`src/rtl/wb_mem_arbiter.sv`:
```
// Round-robin Wishbone B3 arbiter sharing one RAM slave among several masters.
// Ownership lasts for a whole cyc; a per-transfer watchdog ends hung accesses with err.
module wb_mem_arbiter #(
    parameter int         num_masters = 3,
    parameter int         aw          = 32,
    parameter int         dw          = 32,
    parameter logic [7:0] timeout     = 8'd255
) (
    input  logic                        wb_clk_i,
    input  logic                        wb_rst_ni,
    input  logic [num_masters*aw-1:0]   m_adr_i,
    input  logic [num_masters*dw-1:0]   m_dat_i,
    input  logic [num_masters*dw/8-1:0] m_sel_i,
    input  logic [num_masters-1:0]      m_we_i,
    input  logic [num_masters-1:0]      m_cyc_i,
    input  logic [num_masters-1:0]      m_stb_i,
    input  logic [num_masters*3-1:0]    m_cti_i,
    input  logic [num_masters*2-1:0]    m_bte_i,
    output logic [dw-1:0]               m_dat_o,
    output logic [num_masters-1:0]      m_ack_o,
    output logic [num_masters-1:0]      m_err_o,
    output logic [num_masters-1:0]      m_rty_o,
    output logic [aw-1:0]               s_adr_o,
    output logic [dw-1:0]               s_dat_o,
    output logic [dw/8-1:0]             s_sel_o,
    output logic                        s_we_o,
    output logic                        s_cyc_o,
    output logic                        s_stb_o,
    output logic [2:0]                  s_cti_o,
    output logic [1:0]                  s_bte_o,
    input  logic [dw-1:0]               s_dat_i,
    input  logic                        s_ack_i,
    input  logic                        s_err_i,
    input  logic                        s_rty_i,
    output logic [num_masters-1:0]      grant_o,
    output logic                        timeout_o
);

    localparam int iw = (num_masters > 1) ? $clog2(num_masters) : 1;
    localparam int sw = dw / 8;

    typedef enum logic [0:0] {
        IDLE = 1'b0,
        OWN  = 1'b1
    } state_e;

    state_e                   state_q, state_d;
    logic [num_masters-1:0]   grant_q, grant_d;
    logic [iw-1:0]            last_q, last_d;
    logic [7:0]               wd_q, wd_d;
    logic [iw-1:0]            pick_s;
    logic                     own_s;
    logic                     stb_raw_s;
    logic                     term_s;
    logic                     wd_fire_s;

    // First requester scanning upward from the index after the previous winner.
    function automatic logic [iw-1:0] rr_pick(input logic [num_masters-1:0] req,
                                              input logic [iw-1:0]          last);
        logic [iw-1:0] win;
        logic          found;
        int            idx;
        win   = last;
        found = 1'b0;
        for (int i = 1; i <= num_masters; i++) begin
            idx = (int'(last) + i) % num_masters;
            if (!found && req[idx]) begin
                win   = iw'(idx);
                found = 1'b1;
            end
        end
        return win;
    endfunction

    assign pick_s = rr_pick(m_cyc_i, last_q);

    // State register; last_q doubles as the owner index while in OWN.
    always_ff @(posedge wb_clk_i) begin
        if (!wb_rst_ni) begin
            state_q <= IDLE;
            grant_q <= '0;
            last_q  <= iw'(num_masters - 1);
            wd_q    <= 8'd0;
        end else begin
            state_q <= state_d;
            grant_q <= grant_d;
            last_q  <= last_d;
            wd_q    <= wd_d;
        end
    end

    // Next-state logic: grant on any request, release only when the owner drops cyc.
    always_comb begin
        state_d = state_q;
        grant_d = grant_q;
        last_d  = last_q;
        wd_d    = 8'd0;
        case (state_q)
            IDLE: begin
                if (|m_cyc_i) begin
                    state_d         = OWN;
                    last_d          = pick_s;
                    grant_d         = '0;
                    grant_d[pick_s] = 1'b1;
                end else begin
                    grant_d = '0;
                end
            end
            OWN: begin
                if (!m_cyc_i[last_q]) begin
                    state_d = IDLE;
                    grant_d = '0;
                end else begin
                    state_d = OWN;
                end
                // Watchdog saturates rather than wrapping so a stall can never alias to zero.
                if (term_s || !stb_raw_s || wd_fire_s) begin
                    wd_d = 8'd0;
                end else if (wd_q != 8'hff) begin
                    wd_d = wd_q + 8'd1;
                end else begin
                    wd_d = wd_q;
                end
            end
            default: begin
                state_d = IDLE;
                grant_d = '0;
            end
        endcase
    end

    // Output logic: combinational mux from the registered owner, no pipeline stages.
    always_comb begin
        own_s     = (state_q == OWN);
        term_s    = s_ack_i | s_err_i | s_rty_i;
        stb_raw_s = own_s & m_stb_i[last_q];
        wd_fire_s = (timeout != 8'd0) && (wd_q == (timeout - 8'd1)) && stb_raw_s && !term_s;
        if (own_s) begin
            s_adr_o = m_adr_i[last_q*aw +: aw];
            s_dat_o = m_dat_i[last_q*dw +: dw];
            s_sel_o = m_sel_i[last_q*sw +: sw];
            s_we_o  = m_we_i[last_q];
            s_cti_o = m_cti_i[last_q*3 +: 3];
            s_bte_o = m_bte_i[last_q*2 +: 2];
            s_cyc_o = m_cyc_i[last_q];
        end else begin
            s_adr_o = '0;
            s_dat_o = '0;
            s_sel_o = '0;
            s_we_o  = 1'b0;
            s_cti_o = 3'b000;
            s_bte_o = 2'b00;
            s_cyc_o = 1'b0;
        end
        s_stb_o   = stb_raw_s & ~wd_fire_s;
        m_ack_o   = grant_q & {num_masters{s_ack_i}};
        m_err_o   = grant_q & {num_masters{s_err_i | wd_fire_s}};
        m_rty_o   = grant_q & {num_masters{s_rty_i}};
        m_dat_o   = s_dat_i;
        grant_o   = grant_q;
        timeout_o = wd_fire_s;
    end

endmodule

```
`config.mk`:
```
export PLATFORM = sky130hd
export DESIGN_NAME = wb_mem_arbiter
export DESIGN_NICKNAME = d
export VERILOG_FILES = /design/src/rtl/wb_mem_arbiter.sv
export SDC_FILE = /design/constraint.sdc
export NUM_CORES = 1
export LEC_CHECK = 0
export BUFFER_PORTS_ARGS = -buffer_cell sky130_fd_sc_hd__buf_2
export CAP_MARGIN = 30
export CORE_AREA = 2 2 149 151
export CTS_CLUSTER_SIZE = 30
export DETAILED_ROUTE_END_ITERATION = 8
export DIE_AREA = 0 0 151 153
export GPL_TIMING_DRIVEN = 0
export SLEW_MARGIN = 10
export SYNTH_ARGS = -nofsm -noshare
export SYNTH_HDL_FRONTEND = slang
export SYNTH_SLANG_ARGS = --single-unit
```
`constraint.sdc`:
```
create_clock -name wb_clk_i -period 2.2 [get_ports wb_clk_i]
set_input_delay 0.11 -clock wb_clk_i [delete_from_list [all_inputs] [get_ports wb_clk_i]]
set_output_delay 0.11 -clock wb_clk_i [all_outputs]
set_load 0.1 [all_outputs]
```
# Word level (Yosys, flattened, before mapping)
# Cells that the tools add are included.
# totals
reg_bits,14
latch_bits,0
mem_bits_rw,0
mem_bits_ro,0
inputBits,265
out_inout_bits,121
word_cells,86
memories,0
# op_classes
add_sub_neg,4
multipliers,1
div,3
n_lt_le_gt_ge,6
eq_ne,3
shifts,5
muxes,35
bitwise_logic,11
reduce_logical,14
# ops
cell,n
variable part select 96 x 8 -> 32 bit,2
less-than comparator 32 x 4 -> 1 bit (second input constant),3
remainder unit 32 x 3 -> 32 bit (second input constant),3
two-way mux 32 bit,2
two-way mux 1 bit,16
binary-select mux 1 bit (select 2 bit),6
variable part select 12 x 5 -> 4 bit,1
AND 3 bit,3
two-way mux 3 bit,3
variable part select 9 x 5 -> 3 bit,1
adder 8 x 1 -> 8 bit (second input constant),1
== test 8 bit (second input constant),1
two-way mux 2 bit,4
inequality test 8 bit (second input constant),1
adder 2 x 2 -> 3 bit (second input constant),2
less-than comparator 2 x 3 -> 1 bit (second input constant),2
case mux 3 bit (2 select lines),1
OR reduction 3 bit,2
variable part select 6 x 4 -> 2 bit,1
logical AND 1 bit,5
zero test 1 bit,4
multiplier 2 x 2 -> 4 bit (second input constant),1
two-way mux 4 bit,1
adder 2 x 1 -> 3 bit (second input constant),1
9 further kinds,15

# Depth between registers and ports, before layout
# Gate-level depths: netlist of run 1.
# logic_depth
depth_word,18
mapped_depth,11
ltp_nobuf,7

# Worst setup path after synthesis of run 1
# OpenSTA, ideal clock, no wires.
# synth_path
path_kind,reg-to-output
start,register last_q[0]
end,output m_err_o[0]
arrival_ns,3.144
setup_slack_ns,-1.054
path_stages_with_launch,7
n_path_buf,1
path_cell_list,dfxtp_1 buf_2 nor2b_4 o2bb2ai_1 and4_1 nor2_1 nor2b_1
# synth_between
elab_chain_len,7
# synth_lines
element,line_no,text
"start, declared",49,"logic [iw-1:0] last_q, last_d;"
"start signal, assigned",82,last_q <= iw'(num_masters - 1);
"start signal, assigned",87,last_q <= last_d;
binary-select mux 1 bit (select 2 bit),136,stb_raw_s = own_s & m_stb_i[last_q];
two-way mux 1 bit (implied by the code),136,
AND 1 bit,136,
logical AND 1 bit (2 in series),137,wd_fire_s = (timeout != 8'd0) && (wd_q == (timeout - 8'd1)) && stb_raw_s && !term_s;
named net timeout_o,36,output logic timeout_o
bitwise OR 1 bit,157,m_err_o = grant_q & {num_masters{s_err_i | wd_fire_s}};
AND 3 bit,157,
"end, declared",21,"output logic [num_masters-1:0] m_err_o,"
# The timed path passes the listed nets, and every way through them passes these cells. The select of a mux whose other input is x is not followed.

# Worst setup path after layout of run 1
# layout_path
start,register last_q[0]
end,"register grant_q[1], in the netlist grant_o[1]"
# layout_between
elab_chain_len,18
# layout_lines
element,line_no,text
adder 2 x 1 -> 3 bit,66,idx = (int'(last) + i) % num_masters;
remainder unit 32 x 3 -> 32 bit,66,
binary-select mux 1 bit (select 2 bit),67,if (!found && req[idx]) begin
two-way mux 1 bit (implied by the code) (2 in series),67,
two-way mux 1 bit,67,
zero test 1 bit,67,
logical AND 1 bit,67,
two-way mux 1 bit,67,
zero test 1 bit,67,
logical AND 1 bit,67,
two-way mux 2 bit,67,
less-than comparator 2 x 3 -> 1 bit (implied by the code) / >= comparator 2 x 1 -> 1 bit (equally long branches),104,grant_d[pick_s] = 1'b1;
logical AND 1 bit (implied by the code),104,
two-way mux 1 bit (implied by the code),104,
demux 1 bit (select 2 bit),104,
two-way mux 3 bit,100,if (|m_cyc_i) begin
case mux 3 bit (2 select lines),98,case (state_q)
"end signal, assigned",86,grant_q <= grant_d;
"end, declared",48,"logic [num_masters-1:0] grant_q, grant_d;"
# Several ways; a longest one is shown, not always the timed one. The select of a mux whose other input is x is not followed.
# A chain may end at the register's enable or synchronous reset.

==> metrics, run 1 <==
outcome finished, final reports clean; setup_tns 0 ns; synth unique cells 45; CP max FO 6; Yosys Warn Count 0; WL final approximately 17000 um; Seq pwr share 0.064; DR iter-0 viols between 200 and 250; Max-cap violations 0; reg2reg end grant_o[1]; Port Buffers 352; I/O Pins between 300 and 400; grt total ovfl 0; Int Power 1.78 mW; DRT antenna net count 0; die width about 150 um; 1st-pass router iterations 4; Mapped Cells 487; worst r2r path cells 11; sequential share of the synthesized area 0.0865; first-pass GRT wire length about 24000 um; CTS tree done; ratio of cells with drive above 1 in the final layout 0.546; Total GRT Usage 0.132; Tmin final about 2.2 ns; CP max stage delay 0.45 ns; Buffers & Inverters on Critical Path 5; top-count cell post-synth nand2_1; CTS Sinks 14; Net Count, Synth between 700 and 800; crit path kind reg2reg; synth-to-layout area growth 90.2%; post-synthesis register bit count 14; final-report hold violation count 0; part of the power in combinational logic 0.858; vias in the first global route roughly 4300; Post-synth top cells nand2_1 (83), and2_1 (80), mux2i_1 (77), o21ai_0 (76), buf_4 (33); Reg2Reg Setup Slack 0.05 ns; cell depth of the worst setup path 11; clock slew at reported path FFs around 0.040 ns; largest net degree at the start of global routing 12; root buffer cell clkbuf_16; launching point of the worst reg2reg path last_q[0]; WL per Instance roughly 15 um; Leakage roughly 3.3 nW; Mapped Area approximately 3200 um^2; period utilisation layout 0.977; largest area contributor in the netlist mux2i_1; area of the core roughly 21000 um^2; DRC 0; CP Launch Point last_q[0]; Die H ~150 um; CP max-delay cell o41ai_4; Critical Path Start Type flip-flop; Clock Tree Buf Depth 2; max_slew headroom 0.545; Psw 3.02 mW; ant diodes 0; top cells by area, synth mux2i_1 (24%), and2_1 (15%), o21ai_0 (12%); ys flop type dfxtp_1; starting density of the core 0.151; share of the synthesized area in the top cell type 0.238; syn avg cell area between 6 and 7 um^2; Critical Path AT about 2.3 ns; clock skew 0.00120 ns; sw frac 0.629; routed vias/inst a little over 4; Worst Hold Margin roughly 0.17 ns; CP Cell Sequence buf_6 -> buf_12 -> inv_4 -> ha_4 -> buf_8 -> buf_6 -> nand2b_4 -> nand3_4 -> a21oi_2 -> o41ai_4 -> o22ai_1; RePlAce Congestion 0.827; Clk pwr share 0.079; Layout Nets 1131; worst vdd ir around 810 uV; H-tree depth 1; num rows 54; Req. time, crit path about 2.3 ns; Worst setup endpoint grant_o[1]; ys async rst share 0; P per Cell Area 778 nW/um^2; routed vias 4743; Power Total approximately 4.8 mW; placed wire-length estimate about 14000 um; antenna violations before repair 1; hold crit path type in2reg; Worst Setup End Kind flip-flop; delay-heaviest family, CP compound AO/OA/AOI/OAI gates; number of synthesized flops with an enable pin 0; Worst path most repeated cell buf_6; die area ~23000 um^2; worst skew pair latency ~0.24 ns; actual slew at the worst max-slew pin between 0.6 and 0.7 ns; max-slew violations 0; # setup viols final 0; Num CTS Buffers 3; Max Fclk roughly 470 MHz; hold depth 2
per-stage QoR:
step                 util  instances  area [um^2]  setup WS (ns)
floorplan               -        487         3290        0.00248
global placement    0.252       1119         5400         -0.906
detailed placement  0.252       1119         5400         -0.901
CTS                 0.275       1134         5910       -0.00673
global route        0.287       1141         6160        -0.0287
finish              0.287       1141         6160         0.0497
kinds of logic after synthesis:
kind of cell             count (synthesis)  synth area share
XOR/XNOR                                 4            0.0108
multiplexers                            78             0.241
flip-flops                              14            0.0865
buffers and inverters                   82             0.138
AND/OR/NAND/NOR                        202             0.323
AO/OA/AOI/OAI                          103             0.186
adder cells (fa/ha/maj)                  4            0.0155
metal layers:
layer	routed length [um]	track usage	up-vias	part of all wire
met5	0	0	-	0
met4	118	0.0160	0	0.0069
met3	1080	0.00866	6	0.063
met2	8400	0.235	214	0.49
met1	7620	0.178	2145	0.44
li1	-	-	2378	-
how the worst min path moves through the flow:
| stage | start | to | slack (ns) |
|---|---|---|---|
| floorplan | wb_rst_ni | last_q[1] | 0.38 |
| global placement | wb_rst_ni | last_q[1] | 0.43 |
| detailed placement | wb_rst_ni | last_q[1] | 0.43 |
| CTS | wb_rst_ni | last_q[1] | 0.18 |
| global route | wb_rst_ni | last_q[1] | 0.19 |
| finish | wb_rst_ni | last_q[1] | 0.17 |
worst register-to-register path, stage by stage (launching register included):
cell      delay [ns]
dfxtp_2         0.36
buf_6           0.15
buf_12          0.13
inv_4           0.05
ha_4            0.22
buf_8           0.13
buf_6           0.12
nand2b_4        0.14
nand3_4         0.09
a21oi_2         0.08
o41ai_4         0.45
o22ai_1         0.12
power groups by stage:
stage | combinational, mW | clock [mW] | sequential (mW)
detailed placement | 3.62 | 0 | 0.302
global route | 4.31 | 0.402 | 0.308
CTS | 3.94 | 0.386 | 0.301
global placement | 3.61 | 0 | 0.302
finish | 4.11 | 0.377 | 0.305
floorplan | 2.77 | 0 | 0.371
final cells by class:
class,count,area [um^2]
flip-flops and latches,14,285
clock buffers,4,88.8
multi-input cells,391,2700
repair buffers,371,2170
plain buffers,72,527
fillers,2347,15300
inverters,9,36.3
well taps,280,350
registers in the layout (all words and copies together) (netlist names):
name	cells
own_s	1
last_q	2
grant_o	3
wd_q	8
cell usage in the layout, fill, tap and decap left out, drive strengths merged, types with 2 or more instances in the layout:
cell type,count
buf,420
nand2,83
and2,80
mux2i,77
o21ai,76
clkbuf,27
dfxtp,14
inv,9
nand3,9
nor2,8
a21oi,7
and3,5
nor2b,5
nor3,5
ha,4
xnor2,3
a211oi,2
a2111oi,2
a32o,2
o2bb2ai,2
timing repair:
action / 4_1_cts / 5_1_grt
cloned: 0 / 0
resized for setup: 116 / 52
endpoints found under the setup margin: 87 / 58
pin swaps: 2 / 7
hold buffers: 0 / 0
setup buffers: 12 / 8
(Power assumes the default switching activity.)
==> run 2, diff against run 1 <==
--- a/config.mk
+++ b/config.mk
@@ -12,6 +12,7 @@
 export DETAILED_ROUTE_END_ITERATION = 8
 export DIE_AREA = 0 0 151 153
 export GPL_TIMING_DRIVEN = 0
+export MAX_ROUTING_LAYER = met4
 export SLEW_MARGIN = 10
 export SYNTH_ARGS = -nofsm -noshare
 export SYNTH_HDL_FRONTEND = slang
==> constraint.sdc (replaced) <==
create_clock -name wb_clk_i -period 2.8 [get_ports wb_clk_i]
set_input_delay 0.14 -clock wb_clk_i [delete_from_list [all_inputs] [get_ports wb_clk_i]]
set_output_delay 0.14 -clock wb_clk_i [all_outputs]
set_load 0.1 [all_outputs]
==> metrics, run 2 (synthesis gave the netlist of run 1 again) <==
Largest Register wd_q; Worst Setup End Kind flip-flop; hold crit path type in2reg; reg2reg end grant_o[0]; outcome finished, final reports clean; CTS Sinks 14; Max Fclk ~370 MHz; Leakage just over 3 nW; 1st-pass router iterations 4; hold depth 2; Max-cap violations 0; DR iter-0 viols around 180; routed vias about 4600; I/O Pins 386; Reg2Reg Setup Slack roughly 0.13 ns; worst r2r path cells 9; Req. time, crit path between 2 and 3 ns; die width between 150 and 200 um; setup_tns 0 ns; ratio of cells with drive above 1 in the final layout 0.495; die area between 20000 and 25000 um^2; final-report hold violation count 0; period utilisation layout 0.953; Clock Tree Buf Depth 2; vias in the first global route 4266; post-route worst setup slack 0.132 ns; post-route cell area around 5500 um^2; Critical Path AT approximately 2.8 ns; Endpoint, Worst Hold last_q[1]; max-slew violations 0; grt total ovfl 0; cts hold-fix bufs 0; largest net degree at the start of global routing 12; met3 GRT Util 0.0266; met2 usage 0.229; first-pass GRT wire length roughly 23000 um; CTS tree done; max reg flops 8; Critical Path Start Type flip-flop; H-tree depth 1; DP Worst Slack -0.282 ns; Num CTS Buffers 3; DRC 0; # setup viols final 0; WL final between 15000 and 20000 um; Core Util, Final 0.256; Cells after DPL 1119; Tmin final between 2 and 3 ns; Port Buffers around 350; Post-Place Cell Area between 5000 and 6000 um^2; Die H ~150 um; RePlAce Congestion 0.813; starting density of the core 0.151; ant diodes 0; clock slew at reported path FFs 0.05 ns; Worst Hold Margin 0.217 ns; hold path start wb_rst_ni; RSZ-0062 raised after global routing false; clock skew between 0.0007 and 0.0008 ns; commonest cells after routing, fill and taps aside buf_2 (348), nand2_1 (83), and2_1 (80); Total GRT Usage 0.133; P per Cell Area 611 nW/um^2; Layout Nets 1112; placed wire-length estimate around 14000 um; Power Total approximately 3.4 mW; Non-Filler Instances approximately 1100; GRT Max-Usage Layer met2; synth-to-layout area growth 69.8%; CP max FO 11; actual slew at the worst max-slew pin between 0.7 and 0.8 ns; commonest non-fill, non-tap cell in the layout buf_2; worst vdd ir about 400 uV; worst skew pair latency 0.24 ns; antenna violations before repair 0; max_slew headroom 0.496; launching point of the worst reg2reg path last_q[0]; global-route met1 utilization 0.167; area of the core roughly 21000 um^2; WL per Instance about 15 um; crit path kind reg2reg; routed vias/inst just over 4; DRT antenna net count 0; num rows 54; root buffer cell clkbuf_16
[run 2: cell count changes in the layout (fill, tap and decap cells not counted), sizes merged]
| cell | change |
|---|---|
| clkbuf | +3 |
| buf | -22 |
[run 2: critical path, cell delays in order, from the launching register on]
cell,delay [ns]
dfxtp_1,0.34
clkbuf_4,0.24
buf_4,0.25
inv_1,0.10
ha_2,0.45
mux2_2,0.36
a2bb2oi_1,0.13
o221ai_1,0.22
and3_1,0.25
a32o_1,0.20
[run 2: area by class of cell]
| class | instances | area [um^2] |
|---|---|---|
| Buffer | 72 | 430 |
| Clock buffer | 4 | 88.8 |
| Tap cell | 280 | 350 |
| Timing Repair Buffer | 352 | 1790 |
| Inverter | 9 | 33.8 |
| Sequential cell | 14 | 280 |
| Fill cell | 2420 | 16000 |
| Multi-Input combinational cell | 391 | 2520 |
[run 2: layer usage]
metal / part of all wire / routed length [um] / vias up
li1: - / - / 2333
met1: 0.43 / 7000 / 2095
met2: 0.48 / 7840 / 195
met3: 0.089 / 1460 / 6
met4: 0.0059 / 96 / 0
met5: 0 / 0 / -
[run 2: report_power, final]
part | internal [mW] | switching (mW) | total [mW] | leakage, nW
clock | 0.216 | 0.0785 | 0.295 | 0.0442
sequential | 0.217 | 0.0165 | 0.233 | 0.114
combinational | 0.683 | 2.15 | 2.83 | 2.92
total | 1.12 | 2.24 | 3.36 | 3.08
[run 2: worst max-delay path by stage]
stage | endpoint | slack, ns | startpoint | cells after the start
floorplan | m_err_o[0] | -0.48 | last_q[0] | 6
global route | grant_o[0] | 0.002 | last_q[0] | 9
global placement | grant_o[0] | -0.25 | last_q[0] | 10
detailed placement | grant_o[2] | -0.28 | last_q[1] | 11
finish | grant_o[0] | 0.13 | last_q[0] | 9
CTS | s_dat_o[28] | 0.006 | last_q[0] | 8
[run 2: repair_timing]
action                                  4_1_cts  5_1_grt
endpoints found under the setup margin       64       49
setup buffers                                 0        0
resized for setup                            19       11
==> run 3, diff against run 2 <==
--- a/config.mk
+++ b/config.mk
@@ -8,6 +8,7 @@
 export BUFFER_PORTS_ARGS = -buffer_cell sky130_fd_sc_hd__buf_2
 export CAP_MARGIN = 30
 export CORE_AREA = 2 2 149 151
+export CTS_BUF_LIST = sky130_fd_sc_hd__clkbuf_8
 export CTS_CLUSTER_SIZE = 30
 export DETAILED_ROUTE_END_ITERATION = 8
 export DIE_AREA = 0 0 151 153
==> metrics, run 3 (synthesis gave the netlist of run 1 again) <==
Cells after DPL around 1100; Max Fclk approximately 380 MHz; clock slew at reported path FFs roughly 0.06 ns; worst vdd ir 514 uV; Layout Nets 1112; placed wire-length estimate 13800 um; Int Power roughly 1.0 mW; commonest non-fill, non-tap cell in the layout buf_2; die width between 150 and 200 um; Critical Path Start Type flip-flop; Non-Filler Instances 1122; part of the power in combinational logic 0.868; Setup Buffers After CTS 0; Worst Hold Margin 0.213 ns; clock skew roughly 0.00047 ns; CP max FO 11; max reg flops 8; first-pass GRT wire length between 20000 and 25000 um; Clock Tree Buf Depth 2; ant diodes 0; DRT antenna net count 0; P per Cell Area between 500 and 600 nW/um^2; Port Buffers approximately 350; Core Util, Final 0.255; period utilisation layout 0.952; num rows between 50 and 60; antenna violations before repair 0; Req. time, crit path about 3 ns; vias in the first global route between 4000 and 5000; Clk pwr share 0.060; Max-cap violations 0; worst skew pair latency ~0.24 ns; max_slew headroom 0.493; number of fill cells 2426; CTS Sinks 14; Num CTS Buffers 3; synth-to-layout area growth 68.9%; Critical Path AT 2.80 ns; outcome finished, final reports clean; Tmin final between 2 and 3 ns; die area roughly 23000 um^2; WL final roughly 16000 um; max-slew violations 0; DRC 0; routed vias/inst roughly 4.1; Leakage around 3.1 nW; Largest Register wd_q; RePlAce Congestion a little over 0.8; Total GRT Usage 0.133; final-report hold violation count 0; Die H about 150 um; area of the core roughly 21000 um^2; Psw between 2 and 2.5 mW; Worst Setup End Kind flip-flop; H-tree depth 1; root buffer cell clkbuf_8; crit path kind reg2reg; sw frac 0.686; WL per Instance around 15 um; starting density of the core 0.151; commonest cells after routing, fill and taps aside buf_2 (345), nand2_1 (83), and2_1 (80); hold crit path type in2reg; grt total ovfl 0; DR iter-0 viols 183; ratio of cells with drive above 1 in the final layout 0.495; routed vias about 4600; CTS tree done; actual slew at the worst max-slew pin between 0.7 and 0.8 ns; largest net degree at the start of global routing 12; 1st-pass router iterations 4; I/O Pins approximately 390; # setup viols final 0; Seq pwr share 0.071
[run 3: metal layers]
metal  vias to the layer above  share of wire  track usage
met5                         -              0            -
met1                      2105           0.43        0.167
met3                         6          0.086       0.0248
li1                       2334              -            -
met4                         0         0.0059       0.0134
met2                       188           0.48        0.229
[run 3: metrics by stage]
stage                     power, mW  setup WS (ns)  cell area (um^2)  TNS [ns]
after floorplan                2.44         -0.484              3240     -1.47
after global placement         3.04         -0.252              5350     -5.92
after detailed placement       3.05         -0.282              5350     -6.04
after CTS                      3.27         0.0244              5440         0
after global routing           3.44       -0.00549              5470   -0.0131
final                          3.26          0.134              5470         0
[run 3: what timing repair did]
item	CTS	global route
gates resized for setup	20	11
setup endpoints to repair	64	55
hold buffers	0	0
hold endpoints to repair	0	0
[run 3: path summary, 6_finish.rpt]
| path | start | to | slack, ns | cells after the start |
|---|---|---|---|---|
| worst max-delay path | last_q[0] | grant_o[0] | 0.13 | 9 |
| worst min-delay path | wb_rst_ni | last_q[1] | 0.21 | 2 |
| worst max register to register | last_q[0] | grant_o[0] | 0.13 | 9 |
| worst min register to register | wd_q[4] | wd_q[4] | 0.49 | 2 |
[run 3: area by class of cell]
| class | instances | area (um^2) | area share |
|---|---|---|---|
| tap | 280 | 350 | 0.0640 |
| clock buffer | 4 | 55.1 | 0.0101 |
| timing repair buffer | 352 | 1800 | 0.328 |
| sequential | 14 | 280 | 0.0512 |
| multi-input combinational | 391 | 2520 | 0.461 |
| buffer | 72 | 430 | 0.0787 |
| inverter | 9 | 33.8 | 0.00618 |
[run 3: worst max-delay path, cell delays in order (launching register included)]
cell       delay (ns)
dfxtp_1          0.35
clkbuf_4         0.24
buf_4            0.25
inv_1            0.10
ha_2             0.45
mux2_2           0.36
a2bb2oi_1        0.13
o221ai_1         0.22
and3_1           0.25
a32o_1           0.20
[run 3: power groups by stage]
stage	registers [mW]	logic [mW]	clock network, mW
floorplan	0.291	2.14	0
global placement	0.236	2.80	0
detailed placement	0.237	2.81	0
CTS	0.233	2.84	0.201
global route	0.236	3.00	0.212
finish	0.233	2.83	0.196
